## config.mk

```make
export PLATFORM = sky130hd
export DESIGN_NAME = key_sequencer
export DESIGN_NICKNAME = d
export VERILOG_FILES = /design/src/rtl/calc_defs.sv /design/src/rtl/key_edge_detect.sv /design/src/rtl/key_sequencer.sv
export SDC_FILE = /design/constraint.sdc
export NUM_CORES = 1
export LEC_CHECK = 0
export ABC_AREA = 1
export CORE_MARGIN = 3
export CORE_UTILIZATION = 45
export CTS_BUF_LIST = sky130_fd_sc_hd__clkbuf_4
export DETAILED_ROUTE_END_ITERATION = 16
export PLACE_DENSITY = 0.68
export REMOVE_ABC_BUFFERS = 1
export SYNTH_ARGS = -nofsm -noshare
export SYNTH_HDL_FRONTEND = slang
export SYNTH_SLANG_ARGS = --single-unit
```

## constraint.sdc

```tcl
create_clock -name sw_clk -period 5.9 [get_ports sw_clk]
set_input_delay 1.18 -clock sw_clk [delete_from_list [all_inputs] [get_ports sw_clk]]
set_output_delay 1.18 -clock sw_clk [all_outputs]
set_load 0.01 [all_outputs]
```

## src/rtl/calc_defs.sv

```systemverilog
// Shared definitions for the calculator: eBCD key codes, operator codes,
// display symbol words, sequencer state encodings and small key helpers.
package calc_defs;

    // eBCD key codes from the keypad driver
    localparam logic [4:0] KEY_PLUS  = 5'h0A;
    localparam logic [4:0] KEY_MINUS = 5'h0B;
    localparam logic [4:0] KEY_MUL   = 5'h0C;
    localparam logic [4:0] KEY_DIV   = 5'h0D;
    localparam logic [4:0] KEY_MOD   = 5'h0E;
    localparam logic [4:0] KEY_EQ    = 5'h0F;
    localparam logic [4:0] KEY_CLR   = 5'h10;
    localparam logic [4:0] KEY_NONE  = 5'h1F;

    // Operator codes handed to the calculate block
    localparam logic [2:0] OP_ADD = 3'd0;
    localparam logic [2:0] OP_SUB = 3'd1;
    localparam logic [2:0] OP_MUL = 3'd2;
    localparam logic [2:0] OP_DIV = 3'd3;
    localparam logic [2:0] OP_MOD = 3'd4;

    // Display symbol words understood by the segment driver
    localparam logic signed [31:0] SYM_PLUS  = 32'sh0010_0000;
    localparam logic signed [31:0] SYM_MINUS = 32'sh0020_0000;
    localparam logic signed [31:0] SYM_MUL   = 32'sh0030_0000;
    localparam logic signed [31:0] SYM_DIV   = 32'sh0040_0000;
    localparam logic signed [31:0] SYM_MOD   = 32'sh0050_0000;
    localparam logic signed [31:0] SYM_ERR   = 32'sh00EE_0000;

    // Sequencer state encodings
    localparam logic [2:0] S_OP1  = 3'd0;
    localparam logic [2:0] S_OPR  = 3'd1;
    localparam logic [2:0] S_OP2  = 3'd2;
    localparam logic [2:0] S_WAIT = 3'd3;
    localparam logic [2:0] S_RES  = 3'd4;

    function automatic logic is_digit(input logic [4:0] k);
        return k <= 5'h09;
    endfunction

    function automatic logic is_operator(input logic [4:0] k);
        return (k >= KEY_PLUS) && (k <= KEY_MOD);
    endfunction

    // Operator keys are contiguous, so the code is the offset from '+'
    function automatic logic [2:0] op_code(input logic [4:0] k);
        return 3'(k - KEY_PLUS);
    endfunction

    // Symbol word for an operator: digit field holds operator+1
    function automatic logic signed [31:0] op_symbol(input logic [2:0] op);
        logic [3:0] s;
        s = {1'b0, op} + 4'd1;
        return {8'h00, s, 20'h00000};
    endfunction

endpackage

```

## src/rtl/key_edge_detect.sv

```systemverilog
// Turns the held eBCD key level into a single-cycle key event:
// an event fires on the first cycle a code appears after "no key".
module key_edge_detect
    import calc_defs::*;
(
    input  logic       clk,
    input  logic       rst,
    input  logic [4:0] key_in,
    output logic       key_valid,
    output logic [4:0] key_code
);

    logic [4:0] prev;

    // Remember last cycle's key code; "no key" after reset
    always_ff @(posedge clk or posedge rst) begin
        if (rst) prev <= KEY_NONE;
        else     prev <= key_in;
    end

    // Code changes without passing through "no key" never fire
    assign key_valid = (key_in != KEY_NONE) && (prev == KEY_NONE);
    assign key_code  = key_in;

endmodule

```

## src/rtl/key_sequencer.sv

```systemverilog
// Assembles operand / operator / operand / equals from keypad events,
// launches the calculate block and drives the display word.
module key_sequencer
    import calc_defs::*;
#(
    parameter int MAX_DIGITS = 6
) (
    input  logic               sw_clk,
    input  logic               rst,
    input  logic        [4:0]  eBCD,
    input  logic signed [31:0] ans,
    output logic signed [31:0] operand1,
    output logic signed [31:0] operand2,
    output logic        [2:0]  operator,
    output logic               calc_start,
    output logic signed [31:0] fnd_serial
);

    localparam int CNT_W = $clog2(MAX_DIGITS + 1);
    localparam logic [CNT_W-1:0] LIM_POS = CNT_W'(MAX_DIGITS);
    localparam logic [CNT_W-1:0] LIM_NEG = CNT_W'(MAX_DIGITS - 1);

    logic              key_valid;
    logic [4:0]        key_code;
    logic [2:0]        state, state_nxt;
    logic [19:0]       acc, acc_nxt, acc_dig;
    logic [CNT_W-1:0]  cnt, cnt_nxt;
    logic              neg, neg_nxt;
    logic              digit_ok;
    logic signed [31:0] op1_nxt, op2_nxt, val, val_nxt, fnd_nxt;
    logic [2:0]        opr_nxt;
    logic              start_nxt;

    // Entry magnitude plus sign flag as a 32-bit signed number
    function automatic logic signed [31:0] entry_value(input logic [19:0] a, input logic n);
        logic signed [31:0] m;
        m = signed'({12'h000, a});
        return n ? -m : m;
    endfunction

    key_edge_detect u_edge (
        .clk       (sw_clk),
        .rst       (rst),
        .key_in    (eBCD),
        .key_valid (key_valid),
        .key_code  (key_code)
    );

    // acc*10 + d as shift-add; a negative entry gives up one digit for the sign
    assign acc_dig  = (acc << 3) + (acc << 1) + {16'h0000, key_code[3:0]};
    assign digit_ok = cnt < (neg ? LIM_NEG : LIM_POS);
    assign val      = entry_value(acc, neg);
    assign val_nxt  = entry_value(acc_nxt, neg_nxt);

    // Next-state logic: FSM transitions, entry accumulation, operand latching
    always_comb begin
        state_nxt = state;
        acc_nxt   = acc;
        cnt_nxt   = cnt;
        neg_nxt   = neg;
        op1_nxt   = operand1;
        op2_nxt   = operand2;
        opr_nxt   = operator;
        start_nxt = 1'b0;
        case (state)
            S_OP1: if (key_valid) begin
                if (is_digit(key_code)) begin
                    if (digit_ok) begin
                        acc_nxt = acc_dig;
                        cnt_nxt = cnt + CNT_W'(1);
                    end
                end else if (key_code == KEY_MINUS && cnt == '0 && !neg) begin
                    neg_nxt = 1'b1;
                end else if (is_operator(key_code) && cnt != '0) begin
                    op1_nxt   = val;
                    opr_nxt   = op_code(key_code);
                    acc_nxt   = '0;
                    cnt_nxt   = '0;
                    neg_nxt   = 1'b0;
                    state_nxt = S_OPR;
                end
            end
            S_OPR: if (key_valid) begin
                if (is_digit(key_code)) begin
                    acc_nxt   = {16'h0000, key_code[3:0]};
                    cnt_nxt   = CNT_W'(1);
                    neg_nxt   = 1'b0;
                    state_nxt = S_OP2;
                end else if (is_operator(key_code)) begin
                    opr_nxt = op_code(key_code);
                end
            end
            S_OP2: if (key_valid) begin
                if (is_digit(key_code)) begin
                    if (digit_ok) begin
                        acc_nxt = acc_dig;
                        cnt_nxt = cnt + CNT_W'(1);
                    end
                end else if (key_code == KEY_EQ) begin
                    op2_nxt   = val;
                    start_nxt = 1'b1;
                    state_nxt = S_WAIT;
                end
            end
            S_WAIT: state_nxt = S_RES;
            S_RES: if (key_valid) begin
                if (is_digit(key_code)) begin
                    acc_nxt   = {16'h0000, key_code[3:0]};
                    cnt_nxt   = CNT_W'(1);
                    neg_nxt   = 1'b0;
                    state_nxt = S_OP1;
                end else if (is_operator(key_code)) begin
                    op1_nxt   = ans;
                    opr_nxt   = op_code(key_code);
                    acc_nxt   = '0;
                    cnt_nxt   = '0;
                    neg_nxt   = 1'b0;
                    state_nxt = S_OPR;
                end
            end
            default: state_nxt = S_OP1;
        endcase
        // Clear key wins in every state and wipes everything but the edge detector
        if (key_valid && key_code == KEY_CLR) begin
            state_nxt = S_OP1;
            acc_nxt   = '0;
            cnt_nxt   = '0;
            neg_nxt   = 1'b0;
            op1_nxt   = '0;
            op2_nxt   = '0;
            opr_nxt   = OP_ADD;
            start_nxt = 1'b0;
        end
    end

    // Display word follows the state being entered; the result is only taken
    // once the sequencer has sat in S_RES for a cycle so ans has settled
    always_comb begin
        fnd_nxt = '0;
        case (state_nxt)
            S_OP1:  fnd_nxt = (cnt_nxt != '0) ? val_nxt : (neg_nxt ? SYM_MINUS : '0);
            S_OP2:  fnd_nxt = (cnt_nxt != '0) ? val_nxt : '0;
            S_OPR:  fnd_nxt = op_symbol(opr_nxt);
            S_WAIT: fnd_nxt = fnd_serial;
            S_RES:  fnd_nxt = (state == S_RES) ? ans : fnd_serial;
            default: fnd_nxt = '0;
        endcase
    end

    // State, entry and output registers
    always_ff @(posedge sw_clk or posedge rst) begin
        if (rst) begin
            state      <= S_OP1;
            acc        <= '0;
            cnt        <= '0;
            neg        <= 1'b0;
            operand1   <= '0;
            operand2   <= '0;
            operator   <= OP_ADD;
            calc_start <= 1'b0;
            fnd_serial <= '0;
        end else begin
            state      <= state_nxt;
            acc        <= acc_nxt;
            cnt        <= cnt_nxt;
            neg        <= neg_nxt;
            operand1   <= op1_nxt;
            operand2   <= op2_nxt;
            operator   <= opr_nxt;
            calc_start <= start_nxt;
            fnd_serial <= fnd_nxt;
        end
    end

endmodule
```

==> results.cfg, run 1 <==
[status]
status = complete, no violations

[placed_design]
post_dp_cell_area_um2 = 10700
dpl.hpwl_um = 21300
place_ws_ns = 0.761
io_buffers = 138
globalplace.congestion = 0.987

[sta]
tightestPinTransition_ns = 0.951
fin_crit_sh_pct = 77.6
relSlewSlack_pct = 36.2
timing.fmax_mhz = 218
fin_skew_ns = 0.0354
setup_tns_ns = 0
finalSetupViolCount = 0
fin_crit_ns = 4.58
slew_violations = 0
hold_viol = 0
rsz0062_at_grt = false
setup_slack_ns = 1.32

[critical_path]
r2r_end = fnd_serial[22]
crit_arrival_ns = 5.04
slowest_delay_ns = 0.63
crit_required_ns = 6.36
cp_common_cell = nand2_1
crit_path_top_delay_cell = clkdlybuf4s50_1
r2r_setup_slack_ns = 2.12
timing.rr.start = acc[0]
path_buf_inv = 3
path_max_fanout = 7
path_class = in2reg
crit_chain = clkdlybuf4s50_1, inv_2, fa_1, inv_1, ha_1, a21oi_1, nand2_1, nand2_1, nand2_1, or2_2, nand3_1, nand2_1, nand2_1, nand2_1, nor2_1, nand2_2, nor2_4, nand3_2, o21ai_2, nand2_1, nand2_1, nand2_1
worstSetupStartpointType = primary input
cpLargestDelayFamily = simple AND/OR/NAND/NOR gates
reg2reg_depth = 21
cp-end-kind = flip-flop

[clocking]
cts_sinks = 132
clkTransAtPathRegs_ns = 0.15
ctsResizeCount = 0
cts_buffers = 17
clock-root-buffer = clkbuf_4
clk_latency_ns = 0.58
htreeDepth = 4
ctsHoldBuffers = 0
cts_setup_buffers = 0
tritoncts = yes
cts_buffer_depth = 2

[routing]
vias = 9046
drt-wirelength-per-cell_um = 16.7
drt_iter0_drc = 655
via_per_inst = 5.32
drtPass1Iterations = 6
postRouteWirelength_um = 28300
drc = 0
antenna_left = 0

[layout]
syn2layout_area_growth_pct = 20.8
layout.nets = 1504
n_antenna_cell = 0
fill_cells = 2013
drive_gt1_share_pct = 8.37
final_area_um2 = 11000

[yosys]
synth-edff-count = 0
ys_ff_latch = 132
synth_area_per_cell_um2 = 7.00
synthCells = 1298
syn_area_um2 = 9080
synth_top_area_cell = dfrtp_1
synthFlopType = dfrtp_1
ys_seq_area_share_pct = 36.4
yosysTopAreaCellShare_pct = 35.0
synth_cell_types = 51
synth.area.top_cells = dfrtp_1 35%, nand2_1 17%, nand3_1 7.5%, o21ai_0 5.8%, ha_1 5.8%
async_reset_ff_share_pct = 100
yosysWarnings = 0

[floorplanning]
die_h_um = 148
die_area_um2 = 21900
coreArea_um2 = 19700
die_x_um = 148
boundaryPins = 139
start_util_pct = 46.2
fp-row-count = 51

[grt]
grt_pass1_vias = 8682
grt_remaining_overflow = 0
antenna_found_initial = 0
grt_pass1_wl_um = 45900
grt_usage_pct = 26.0
grt_max_degree = 133

[hold_path]
worstHoldStart = fnd_serial[30]
min_to = fnd_serial[30]
holdPathStages = 2
min_path_type = reg2reg

[pwr]
fin_total_pwr_mw = 3.52
worst_ir_drop_vdd_mv = 0.215
power_density_nw_per_um2 = 321
power_leakage_nw = 5.81

[flow_run]
drv_cap = 0
power breakdown:
part	internal, mW	leakage (nW)	switching [mW]
logic	0.663	3.87	0.948
clock network	0.205	0.162	0.462
registers	1.07	1.77	0.168
total	1.94	5.81	1.58
cells in the mapped netlist (all sizes together) (3+ instances only):
| cell type | number |
|---|---|
| a21o | 5 |
| a21oi | 42 |
| buf | 18 |
| clkbuf | 26 |
| clkinv | 3 |
| dfrtp | 127 |
| dfstp | 5 |
| ha | 42 |
| inv | 152 |
| mux2i | 4 |
| nand2 | 428 |
| nand3 | 145 |
| nand3b | 5 |
| nand4 | 12 |
| nor2 | 103 |
| nor3 | 14 |
| o2111ai | 3 |
| o211ai | 3 |
| o21ai | 121 |
| xnor2 | 4 |
| xor2 | 20 |
routing by layer:
metal	vias up	part of all wire, %	track usage [%]
met5	-	0	0
met4	0	2.5	8.59
met3	49	6.1	4.05
met2	320	48	42.6
met1	4231	44	35.4
li1	4446	-	-
worst reg2reg max path, cell delays in order, from the launching register on:
cell and delay [ns]:
dfrtp_1 0.43, inv_1 0.24, fa_1 0.47, inv_1 0.11, ha_1 0.25, nand3_1 0.09
nand2_1 0.12, nand2_1 0.09, nand2_1 0.11, or2_2 0.29, nand3_1 0.11, nand2_1 0.09
nand2_1 0.13, nand2_1 0.08, nor2_1 0.12, nand2_2 0.10, nor2_4 0.16, nand3_2 0.12
o21ai_2 0.33, nand2_1 0.09, nand2_1 0.07, nand2_1 0.08
per-stage QoR:
step	hold slack, ns	cells	utilization [%]
5_1_grt	0.526	1699	55.8
4_1_cts	0.501	1699	55.8
3_5_place_dp	0.465	1667	54.3
2_1_floorplan	0.515	1254	-
3_3_place_gp	0.463	1667	54.3
6_report	0.501	1699	55.8
sequential cells by signal (all words and copies together), names as in the netlist:
signal,flops
fnd_serial,32
operand1,32
operand2,32
acc,20
u_edge.prev,5
cnt,3
operator,3
state,3
calc_start,1
neg,1
cells in the final DEF (no fill, tap or decap), types with 4 or more instances in the layout:
master and count:
o21ai_1 13, inv_2 13, nand3b_1 5, clkbuf_4 17, nand2_2 18, clkinv_8 4, mux2i_1 4, a21oi_1 39
nand3_2 7, nor2_2 13, nor3_1 11, inv_8 5, o21ai_0 105, a21o_1 5, inv_6 4, ha_1 42
nand2_1 409, xor2_1 20, dfstp_2 5, dfrtp_1 127, nor2_1 85, nor2_4 5, nand3_1 136, xnor2_1 4
inv_1 137, nand4_1 11, clkdlybuf4s50_1 138, buf_4 9
logic make-up (layout without fill, tap and decap cells):
family	Yosys count	in the layout	synth area share, %
AO/OA/AOI/OAI	186	186	11.2
buffers and inverters	199	335	9.01
XOR/XNOR	24	24	2.31
adder cells (fa/ha/maj)	44	44	6.23
multiplexers	4	4	0.441
AND/OR/NAND/NOR	709	709	34.4
flip-flops	132	132	36.4
how the worst max path moves through the flow:
stage                       start              to  slack, ns  cells after the start
final                     eBCD[3]  fnd_serial[22]       1.32                     22
after global routing      eBCD[0]  fnd_serial[23]       0.98                     15
after CTS                 eBCD[3]  fnd_serial[22]       1.38                     22
after detailed placement  eBCD[3]  fnd_serial[24]       0.76                     22
after global placement    eBCD[3]  fnd_serial[22]       0.84                     22
after floorplan           eBCD[3]  fnd_serial[23]      -0.52                     13
layout make-up:
| cell class | count | area (um2) | share of cell area, % |
|---|---|---|---|
| Clock buffer | 17 | 128 | 1.16 |
| Clock inverter | 15 | 180 | 1.64 |
| Inverter | 155 | 587 | 5.35 |
| Multi-Input combinational cell | 967 | 4970 | 45.3 |
| Sequential cell | 132 | 3310 | 30.2 |
| Tap cell | 265 | 332 | 3.02 |
| Timing Repair Buffer | 148 | 1470 | 13.4 |
No activity file was read; power rests on OpenSTA's default activity.
==> inputs of run 2 (changes only) <==
==> constraint.sdc (replaced) <==
create_clock -name sw_clk -period 4.8 [get_ports sw_clk]
set_input_delay 0.96 -clock sw_clk [delete_from_list [all_inputs] [get_ports sw_clk]]
set_output_delay 0.96 -clock sw_clk [all_outputs]
set_load 0.01 [all_outputs]
==> run 2 against run 1 <==
- routed wire length grew 2.4%
- non-clock buffer count grew 12
- first-iteration DRC count fell by 24%
- die area unchanged
- largest power group unchanged
- worst hold slack worse by 0.0066 ns
- final cell count rose by 0.71%
- via count is essentially flat
- critical path depth stayed put
==> results.cfg, run 2 (synthesis results as in run 1) <==
[sta]
rsz0062_at_grt = false
hold_viol = 0
tightestPinTransition_ns = 0.725
fin_skew_ns = 0.0242
fin_crit_ns = 4.06
finalSetupViolCount = 0
timing.fmax_mhz = 247
slew_violations = 0
relSlewSlack_pct = 51.1
fin_crit_sh_pct = 84.5

[floorplanning]
fp-row-count = 51
boundaryPins = 139
die_area_um2 = 21900
die_h_um = 148
die_x_um = 148
coreArea_um2 = 19700
start_util_pct = 46.2

[pwr]
clkPwrFrac_pct = 18.2
p_sw_mw = 1.90
worst_ir_drop_vdd_mv = 0.205
seqPwrFrac_pct = 34.8
power_density_nw_per_um2 = 392
combPwrFrac_pct = 47.0
power_leakage_nw = 5.85
sw_frac_of_total_pct = 43.9
internal_power_mw = 2.43

[routing]
drt-wirelength-per-cell_um = 16.9
vias = 9048
via_per_inst = 5.29
antenna_left = 0
drtPass1Iterations = 5
postRouteWirelength_um = 29000
drc = 0
drt_iter0_drc = 497

[placed_design]
dpl.hpwl_um = 21700
dp_cells = 1679
globalplace.congestion = 0.909
io_buffers = 138

[grt]
grt_pass1_wl_um = 46200
grt_max_degree = 131
grt_remaining_overflow = 0
grt_usage_pct = 26.4
antenna_found_initial = 0
grt_pass1_vias = 8737

[clocking]
tritoncts = yes
clock-root-buffer = clkbuf_4
cts_setup_buffers = 0
ctsHoldBuffers = 0
clkTransAtPathRegs_ns = 0.14
cts_sinks = 132
htreeDepth = 4
ctsResizeCount = 0
cts_buffer_depth = 2
cts_buffers = 17
clk_latency_ns = 0.59

[layout]
final_common_cell = nand2_1
drive_gt1_share_pct = 9.13
reg_top3 = fnd_serial x32, operand1 x32, operand2 x32
postLayoutCoreUtil_pct = 56.2
layout.nets = 1516
fill_cells = 1960
syn2layout_area_growth_pct = 21.5
n_antenna_cell = 0
mostFrequentLayoutCells = 409 x nand2_1, 138 x clkdlybuf4s50_1, 137 x inv_1
final_cells = 1711

[status]
status = complete, no violations

[hold_path]
min_path_type = reg2reg

[critical_path]
crit_required_ns = 5.28
worstSetupStartpointType = primary input
crit_arrival_ns = 4.54
path_max_fanout = 6
cp-end-kind = flip-flop
path_class = in2reg

[flow_run]
drv_cap = 0
run 2: per-stage QoR:
| step | worst slack [ns] | total power, mW | TNS, ns | hold slack (ns) | cell area [um2] |
|---|---|---|---|---|---|
| 3_3_place_gp | 0.225 | 3.52 | 0 | 0.463 | 10800 |
| 2_1_floorplan | -1.40 | 2.71 | -37.08 | 0.515 | 8850 |
| 4_1_cts | 0.774 | 4.34 | 0 | 0.499 | 11000 |
| 6_report | 0.743 | 4.33 | 0 | 0.495 | 11000 |
| 3_5_place_dp | 0.157 | 3.55 | 0 | 0.465 | 10800 |
| 5_1_grt | 0.433 | 4.66 | 0 | 0.524 | 11000 |
run 2: cell type report:
type                            instances  area [um2]  share of cell area [%]
Clock inverter                         15         156                    1.42
Tap cell                              265         332                    3.00
Multi-Input combinational cell        967        4970                    45.0
Timing Repair Buffer                  160        1560                    14.1
Clock buffer                           17         128                    1.16
Inverter                              155         587                    5.32
Sequential cell                       132        3310                    30.0
run 2: power by group through the flow:
stage / Sequential [mW] / Clock [mW] / Combinational (mW)
4_1_cts: 1.51 / 0.799 / 2.04
3_5_place_dp: 1.53 / 0 / 2.02
2_1_floorplan: 1.56 / 0 / 1.15
5_1_grt: 1.53 / 0.850 / 2.28
3_3_place_gp: 1.53 / 0 / 2.00
6_report: 1.51 / 0.789 / 2.03
run 2: worst max-delay path: stages:
cell and delay [ns]:
clkdlybuf4s50_1 0.50, inv_2 0.09, fa_1 0.54, inv_1 0.07, ha_1 0.32, nand3_1 0.09
nand2_1 0.11, nand2_1 0.08, nand2_1 0.09, or2_2 0.28, nand3_1 0.10, nand2_1 0.08
nand2_1 0.13, nand2_1 0.06, nor2_1 0.11, nand2_2 0.09, nor2_4 0.16, nand3_2 0.12
o21ai_2 0.33, nand2_1 0.09, nand2_1 0.07, nand2_1 0.05
run 2: path summary, 6_finish.rpt:
check                         startpoint        endpoint  slack, ns  depth (start not counted)
max in group asynchronous            rst         acc[12]       3.32                          3
min                        fnd_serial[0]   fnd_serial[0]       0.49                          2
max reg2reg                       acc[0]  fnd_serial[26]       1.09                         21
max                              eBCD[3]  fnd_serial[26]       0.74                         22
min reg2reg                fnd_serial[0]   fnd_serial[0]       0.49                          2
min in group asynchronous            rst    operand2[31]       0.56                          2
run 2: layer usage:
metal	vias up	track usage [%]	routed length (um)	share of wire, %
met1	4261	35.7	13000	45
met5	-	0	0	0
met3	39	3.96	1510	5.2
li1	4476	-	-	-
met4	0	6.88	479	1.7
met2	272	44.7	14000	48
==> inputs of run 3 (changes only) <==
==> constraint.sdc (replaced) <==
create_clock -name sw_clk -period 3.8 [get_ports sw_clk]
set_input_delay 0.76 -clock sw_clk [delete_from_list [all_inputs] [get_ports sw_clk]]
set_output_delay 0.76 -clock sw_clk [all_outputs]
set_load 0.01 [all_outputs]
==> run 3 against run 2 <==
- register-to-register slack got worse by 0.78 ns
- critical path type unchanged
- first-iteration DRC count is 15% higher
- via count is 4.4% higher
==> results.cfg, run 3 (synthesis results as in run 1) <==
[clocking]
cts_buffer_depth = 2
cts_buffers = 17
cts_setup_buffers = 0
tritoncts = yes
clock-root-buffer = clkbuf_4
htreeDepth = 4
clk_latency_ns = 0.58
clkTransAtPathRegs_ns = 0.15
cts_sinks = 132

[floorplanning]
start_util_pct = 46.2
fp-row-count = 51
die_h_um = 148
die_area_um2 = 21900
die_x_um = 148
boundaryPins = 139
coreArea_um2 = 19700

[critical_path]
slowest_delay_ns = 0.53
path_buf_inv = 4
cpLargestDelayFamily = simple AND/OR/NAND/NOR gates
path_max_fanout = 5
r2r_setup_slack_ns = 0.31
cp_common_cell = nand2_1
crit_chain = clkdlybuf4s50_1, inv_2, fa_1, inv_1, ha_1, nand3_1, nand2_1, nand2_1, nand2_1, or2_2, nand3_1, nand2_2, nand2_2, nand2_1, nor2_1, nand2_2, nor2_4, buf_4, nand2_1, nand3_1, nand2_1, o21ai_0, nand2_1, nand2_1
crit_required_ns = 4.31
crit_arrival_ns = 4.16
crit_path_top_delay_cell = fa_1
cp-end-kind = flip-flop
worstSetupStartpointType = primary input
path_class = in2reg

[layout]
n_antenna_cell = 0
final_common_cell = nand2_1
syn2layout_area_growth_pct = 29.8
fill_cells = 1898
reg_top3 = fnd_serial x32, operand1 x32, operand2 x32
mostFrequentLayoutCells = 402 x nand2_1, 137 x inv_1, 137 x clkdlybuf4s50_1
layout.nets = 1605
drive_gt1_share_pct = 15.3

[grt]
grt_pass1_wl_um = 47700
grt_pass1_vias = 9249
grt_remaining_overflow = 0
antenna_found_initial = 0
grt_max_degree = 65
grt_usage_pct = 26.9

[hold_path]
min_path_type = reg2reg

[routing]
drt-wirelength-per-cell_um = 16.2
vias = 9450
drtPass1Iterations = 5
postRouteWirelength_um = 29200
antenna_left = 0
via_per_inst = 5.25
drt_iter0_drc = 570
drc = 0

[placed_design]
globalplace.congestion = 0.895
place_ws_ns = -0.486
io_buffers = 138
dpl.hpwl_um = 22300

[sta]
relSlewSlack_pct = 49.0
fin_crit_ns = 3.65
fin_crit_sh_pct = 96.0
slew_violations = 0
hold_viol = 0
rsz0062_at_grt = false
setup_tns_ns = 0
finalSetupViolCount = 0
timing.fmax_mhz = 274
tightestPinTransition_ns = 0.757
setup_slack_ns = 0.152
fin_skew_ns = 0.0358

[flow_run]
drv_cap = 0

[pwr]
worst_ir_drop_vdd_mv = 0.357
power_leakage_nw = 6.31
power_density_nw_per_um2 = 483
fin_total_pwr_mw = 5.70

[status]
status = complete, no violations
run 3: final timing paths:
check                      depth (start not counted)        endpoint            from
max in group asynchronous                          3  u_edge.prev[4]             rst
setup reg to reg                                  23  fnd_serial[14]          acc[0]
min in group asynchronous                          2    operand2[25]             rst
hold reg to reg                                    2  fnd_serial[30]  fnd_serial[30]
setup / recovery                                  24  fnd_serial[14]         eBCD[3]
hold / removal                                     2  fnd_serial[30]  fnd_serial[30]
run 3: what timing repair did:
action                                  4_1_cts  5_1_grt
gates resized for setup                       0       19
endpoints found under the setup margin        0       24
hold buffers                                  0        0
run 3: layer usage:
metal | wire length [um] | track usage [%] | up-vias
met3 | 1660 | 3.84 | 43
met4 | 600 | 7.85 | 0
met5 | 0 | 0 | -
li1 | - | - | 4639
met2 | 14000 | 45.4 | 300
met1 | 13000 | 36.4 | 4468
run 3: power by group:
group          internal (mW)  switching, mW
logic                   1.22           1.57
clock network          0.355          0.650
registers               1.67          0.233
run 3: worst register-to-register path, stage by stage (launching register included):
cell	delay [ns]
dfrtp_1	0.43
inv_1	0.26
fa_1	0.46
inv_1	0.12
ha_1	0.26
nand3_1	0.09
nand2_1	0.07
nand2_1	0.06
nand2_1	0.08
or2_2	0.28
nand3_1	0.12
nand2_2	0.09
nand2_2	0.10
nand2_1	0.06
nor2_1	0.13
nand2_2	0.10
nor2_4	0.11
buf_4	0.14
nand2_1	0.06
nand3_1	0.06
nand2_1	0.05
o21ai_0	0.17
nand2_1	0.07
nand2_1	0.06
run 3: area by class of cell:
class,instances,area [um2],share of cell area (%)
tap,265,332,2.81
clock buffer,17,128,1.08
inverter,155,587,4.98
timing repair buffer,249,2250,19.1
multi-input combinational,967,5020,42.6
clock inverter,15,164,1.39
sequential,132,3310,28.1
run 3: stage by stage:
| stage | instance area (um2) | utilization, % | hold slack, ns | instances |
|---|---|---|---|---|
| 3_5_place_dp | 11400 | 58.3 | 0.464 | 1768 |
| 2_1_floorplan | 8850 | - | 0.515 | 1254 |
| 6_report | 11800 | 60.0 | 0.496 | 1800 |
| 3_3_place_gp | 11400 | 58.3 | 0.462 | 1768 |
| 5_1_grt | 11800 | 60.0 | 0.499 | 1800 |
| 4_1_cts | 11700 | 59.7 | 0.498 | 1800 |
